<file path="config.mk">
export PLATFORM = sky130hd
export DESIGN_NAME = rd_stream_adapter
export DESIGN_NICKNAME = d
export VERILOG_FILES = /design/src/rtl/rd_stream_pkg.sv /design/src/rtl/rd_stream_obuf.sv /design/src/rtl/rd_stream_adapter.sv
export SDC_FILE = /design/constraint.sdc
export NUM_CORES = 1
export LEC_CHECK = 0
export ABC_AREA = 1
export BUFFER_PORTS_ARGS = -buffer_cell sky130_fd_sc_hd__buf_2
export CAP_MARGIN = 20
export CORE_MARGIN = 2
export CORE_UTILIZATION = 35
export CTS_CLUSTER_SIZE = 12
export DETAILED_ROUTE_END_ITERATION = 8
export SYNTH_ARGS = -nofsm -noshare
export SYNTH_HDL_FRONTEND = slang
export SYNTH_SLANG_ARGS = --single-unit
</file>
<file path="constraint.sdc">
create_clock -name rclk -period 3.1 [get_ports rclk]
set_input_delay 0.93 -clock rclk [delete_from_list [all_inputs] [get_ports rclk]]
set_output_delay 0.93 -clock rclk [all_outputs]
set_load 0.1 [all_outputs]
</file>
<file path="src/rtl/rd_stream_pkg.sv">
// rd_stream_pkg: shared sizing helpers and index/count types for the read-side stream adapter.
package rd_stream_pkg;
  localparam int OBUF_DEPTH_DEF = 3;
  function automatic int clog2(input int n);
    int r = 1;
    while ((1 << r) < n) r++;
    return r;
  endfunction
  typedef logic [clog2(OBUF_DEPTH_DEF)-1:0] obuf_idx_t;
  typedef logic [clog2(OBUF_DEPTH_DEF+1)-1:0] obuf_cnt_t;
endpackage

</file>
<file path="src/rtl/rd_stream_obuf.sv">
// rd_stream_obuf: small register FIFO; head/tail wrap at DEPTH so any depth >= 2 works.
module rd_stream_obuf
  import rd_stream_pkg::*;
#(
  parameter int DW = 32,
  parameter int DEPTH = 3,
  localparam int IW = clog2(DEPTH),
  localparam int CW = clog2(DEPTH + 1)
) (
  input  logic          rclk,
  input  logic          rrst_n,
  input  logic          push,
  input  logic [DW-1:0] din,
  input  logic          pop,
  output logic [DW-1:0] dout,
  output logic          full,
  output logic          empty,
  output logic [CW-1:0] count
);
  logic [DW-1:0] mem [DEPTH];
  logic [IW-1:0] head, tail;
  function automatic logic [IW-1:0] nxt(input logic [IW-1:0] i);
    return (i == IW'(DEPTH - 1)) ? '0 : i + 1'b1;
  endfunction
  always_ff @(posedge rclk)
    if (push) mem[tail] <= din;
  always_ff @(posedge rclk) begin
    if (!rrst_n) begin
      head  <= '0;
      tail  <= '0;
      count <= '0;
    end else begin
      if (push) tail <= nxt(tail);
      if (pop) head <= nxt(head);
      count <= count + CW'(push) - CW'(pop);
    end
  end
  assign dout  = mem[head];
  assign full  = count == CW'(DEPTH);
  assign empty = count == '0;
endmodule

</file>
<file path="src/rtl/rd_stream_adapter.sv">
// rd_stream_adapter: async-FIFO read side to AXI-Stream master with credit-based prefetch.
// Define RD_STREAM_TLAST_EN to generate m_tlast every PKT_BEATS handshakes.
module rd_stream_adapter
  import rd_stream_pkg::*;
#(
  parameter int DATASIZE = 32,
  parameter int OBUF_DEPTH = 3,
  parameter int RD_LATENCY = 1,
  parameter int PKT_BEATS = 16
) (
  input  logic                rclk,
  input  logic                rrst_n,
  input  logic                rempty,
  output logic                rinc,
  input  logic [DATASIZE-1:0] rdata,
  output logic                m_tvalid,
  input  logic                m_tready,
  output logic [DATASIZE-1:0] m_tdata,
  output logic                m_tlast
);
  localparam int CW = clog2(OBUF_DEPTH + 1);
  logic [CW-1:0] count;
  logic rd_pend, push, pop, full, empty;
  if (RD_LATENCY > 1 || OBUF_DEPTH < 2 || PKT_BEATS < 1) begin : g_bad_cfg
    $error("rd_stream_adapter: unsupported parameter combination");
  end
  // Reads in flight reserve a slot, so the buffer can never be pushed while full.
  assign rinc = rrst_n & ~rempty & ((CW+1)'(count) + (CW+1)'(rd_pend) < (CW+1)'(OBUF_DEPTH));
  if (RD_LATENCY == 0) begin : g_comb_rd
    assign rd_pend = 1'b0;
    assign push    = rinc;
  end else begin : g_reg_rd
    always_ff @(posedge rclk)
      if (!rrst_n) rd_pend <= 1'b0;
      else rd_pend <= rinc;
    assign push = rd_pend;
  end
  assign pop      = m_tvalid & m_tready;
  assign m_tvalid = ~empty;
  rd_stream_obuf #(.DW(DATASIZE), .DEPTH(OBUF_DEPTH)) u_obuf (
    .rclk  (rclk),
    .rrst_n(rrst_n),
    .push  (push),
    .din   (rdata),
    .pop   (pop),
    .dout  (m_tdata),
    .full  (full),
    .empty (empty),
    .count (count)
  );
  a_no_push_full: assert property (@(posedge rclk) disable iff (!rrst_n) !(push && full));
`ifdef RD_STREAM_TLAST_EN
  localparam int BW = clog2(PKT_BEATS);
  logic [BW-1:0] beat_cnt;
  always_ff @(posedge rclk)
    if (!rrst_n) beat_cnt <= '0;
    else if (pop) beat_cnt <= (beat_cnt == BW'(PKT_BEATS - 1)) ? '0 : beat_cnt + 1'b1;
  assign m_tlast = m_tvalid & (beat_cnt == BW'(PKT_BEATS - 1));
`else
  assign m_tlast = 1'b0;
`endif
endmodule

</file>
==> flow_metrics.tcl <==
set metrics [dict create \
    drive_gt1_frac 0.263 \
    clk-insertion-delay-late_ns 0.33 \
    p_leak_nw 1.79 \
    crit_arrival_ns 1.89 \
    grt_pass1_wl_um 12400 \
    ys_seq_area_frac 0.765 \
    die_w_um 111 \
    power.density_nw_per_um2 676 \
    nNetsFinal 407 \
    routedWlPerCell_um 15.0 \
    die_y_um 111 \
    fmax_ghz 0.354 \
    ys_top_cells_by_area "edfxtp_1, a21oi_1, dfxtp_1, nand2_1, nor2_1" \
    rsz0062_at_grt "no" \
    numPortBuffers 69 \
    grt.total_usage 0.131 \
    finalMaxSlewViolations 0 \
    io_pins 71 \
    layout_common_cells "edfxtp_1, buf_2, a21oi_1, nand2_1, nor2_1" \
    initial_utilization 0.355 \
    post-route-period-util 0.910 \
    crit_fanout 14 \
    via_count 2436 \
    clkSlewWorstSetupHoldPaths_ns 0.07 \
    crit_path_start_kind "flip-flop" \
    worst_pin_slew_ns 0.815 \
    total_power_mw 3.21 \
    fin_crit_ns 2.82 \
    power_frac_seq 0.499 \
    hpwl_um 4800 \
    maxSlewHeadroom 0.455 \
    status "complete, no violations" \
    rows 39 \
    drt_drc_violations_left 0 \
    cap_violations 0 \
    cts.sinks 105 \
    synth_nets 335 \
    ctsLongestPathBuffers 2 \
    drtIter0Drc 84 \
    areaGrowthSynthToFinish_pct 18.7 \
    antenna_left 0 \
    postSynthAreaPerCell_um2 13.5 \
    grt_max_degree 33 \
    setup_viol 0 \
    yosys.cell_types.count 19 \
    finalWirelength_um 7770 \
    irDropWorstVdd_mv 0.320 \
    yosysWarnings 0 \
    via_per_inst 4.70 \
    grt_remaining_overflow 0 \
    postCtsHoldBufs 0 \
    internal-power_mw 2.23 \
    cts_tree "built" \
    worstPathRequired_ns 2.17 \
    p_sw_mw 0.983 \
    netlist.area_leader.share 0.720 \
    antenna_found_initial 2 \
    gp_congestion 0.720 \
    ys_ff_latch 105 \
    postCtsSetupBuffers 0 \
    cts_buffers 9 \
    cts-htree-levels 3 \
    finClkSkew_ns 0.00922 \
    p_comb_frac 0.182 \
    core-area_um2 11300 \
    synthCells 296 \
    syn_area_um2 4000 \
    finalSetupTns_ns 0 \
    die_area_um2 12300 \
    p_sw_frac 0.306 \
    synth_area_leader_cell "edfxtp_1" \
    grt_pass1_vias 2494 \
    path_class "reg2out" \
    cts_resized 0 \
    root_buffer "clkbuf_16" \
    drtPass1Iterations 4 \
    mostFrequentLayoutCell "edfxtp_1" \
    hp-class "reg2reg" \
    p_clk_frac 0.319 \
    end_kind "primary output" \
    hold_violations 0 \
]
-- layer usage --
layer,part of all wire,global-route usage,wire length (um)
met4,0.016,0.0500,122
met2,0.51,0.224,3960
met1,0.42,0.160,3300
met3,0.049,0.0328,380
met5,0,0,0
-- cell type report --
type	instances	area, um^2
repair buffers	76	410
well taps	143	179
fillers	1079	6520
clock inverters	5	40.0
flip-flops and latches	105	3070
multi-input cells	163	764
clock buffers	11	233
diodes	2	5.00
inverters	13	56.3
-- Yosys cell counts, drive strengths merged --
cell,count
buf,15
o21a,1
dfxtp,9
nor3,2
edfxtp,96
inv,12
conb,1
a21oi,67
nand2,41
clkinv,1
nand3,6
o21ai,1
nor2,39
a21boi,2
ha,3
-- logic make-up (layout without fill, tap and decap cells) --
kind of cell / after synthesis / count (layout) / share of synthesized area
other: 1 / 3 / 0.000937
adder cells (fa/ha/maj): 3 / 3 / 0.00938
AND/OR/NAND/NOR: 88 / 88 / 0.0862
buffers and inverters: 28 / 105 / 0.0478
flip-flops: 105 / 105 / 0.765
AO/OA/AOI/OAI: 71 / 71 / 0.0906
-- metrics by stage --
stage                util  setup slack, ns  hold slack [ns]  cell area, um^2  cells
global route        0.421            0.184            0.485             4750    516
global placement    0.397            0.350            0.456             4480    500
finish              0.422            0.278            0.467             4750    518
detailed placement  0.397            0.324            0.462             4480    500
CTS                 0.421            0.234            0.472             4750    516
floorplan               -           0.0601            0.441             4010    296
-- worst max-delay path: stages, from the launching register on --
cell and delay (ns):
dfxtp_2 0.56, buf_4 0.26, a21oi_1 0.08, a21oi_1 0.19, buf_2 0.46
-- power by group through the flow --
stage / clock [mW] / combinational, mW / sequential [mW]
global route: 1.11 / 0.616 / 1.61
finish: 1.02 / 0.586 / 1.60
detailed placement: 0 / 0.592 / 1.63
global placement: 0 / 0.588 / 1.63
floorplan: 0 / 0.495 / 1.63
CTS: 1.06 / 0.592 / 1.60
-- final timing paths --
| path | slack, ns | end | depth (start not counted) | start |
|---|---|---|---|---|
| hold reg to reg | 0.47 | u_obuf.tail[1] | 2 | u_obuf.tail[1] |
| setup / recovery | 0.28 | m_tdata[6] | 4 | flip-flop |
| setup reg to reg | 1.34 | u_obuf.mem[2][22] | 3 | push |
| hold / removal | 0.47 | u_obuf.tail[1] | 2 | u_obuf.tail[1] |
-- registers in the layout, indices dropped and copies added, names as in the netlist, named ones only --
register      cells
push              1
u_obuf.count      2
u_obuf.head       2
u_obuf.mem       96
u_obuf.tail       2
(Power assumes the default switching activity.)
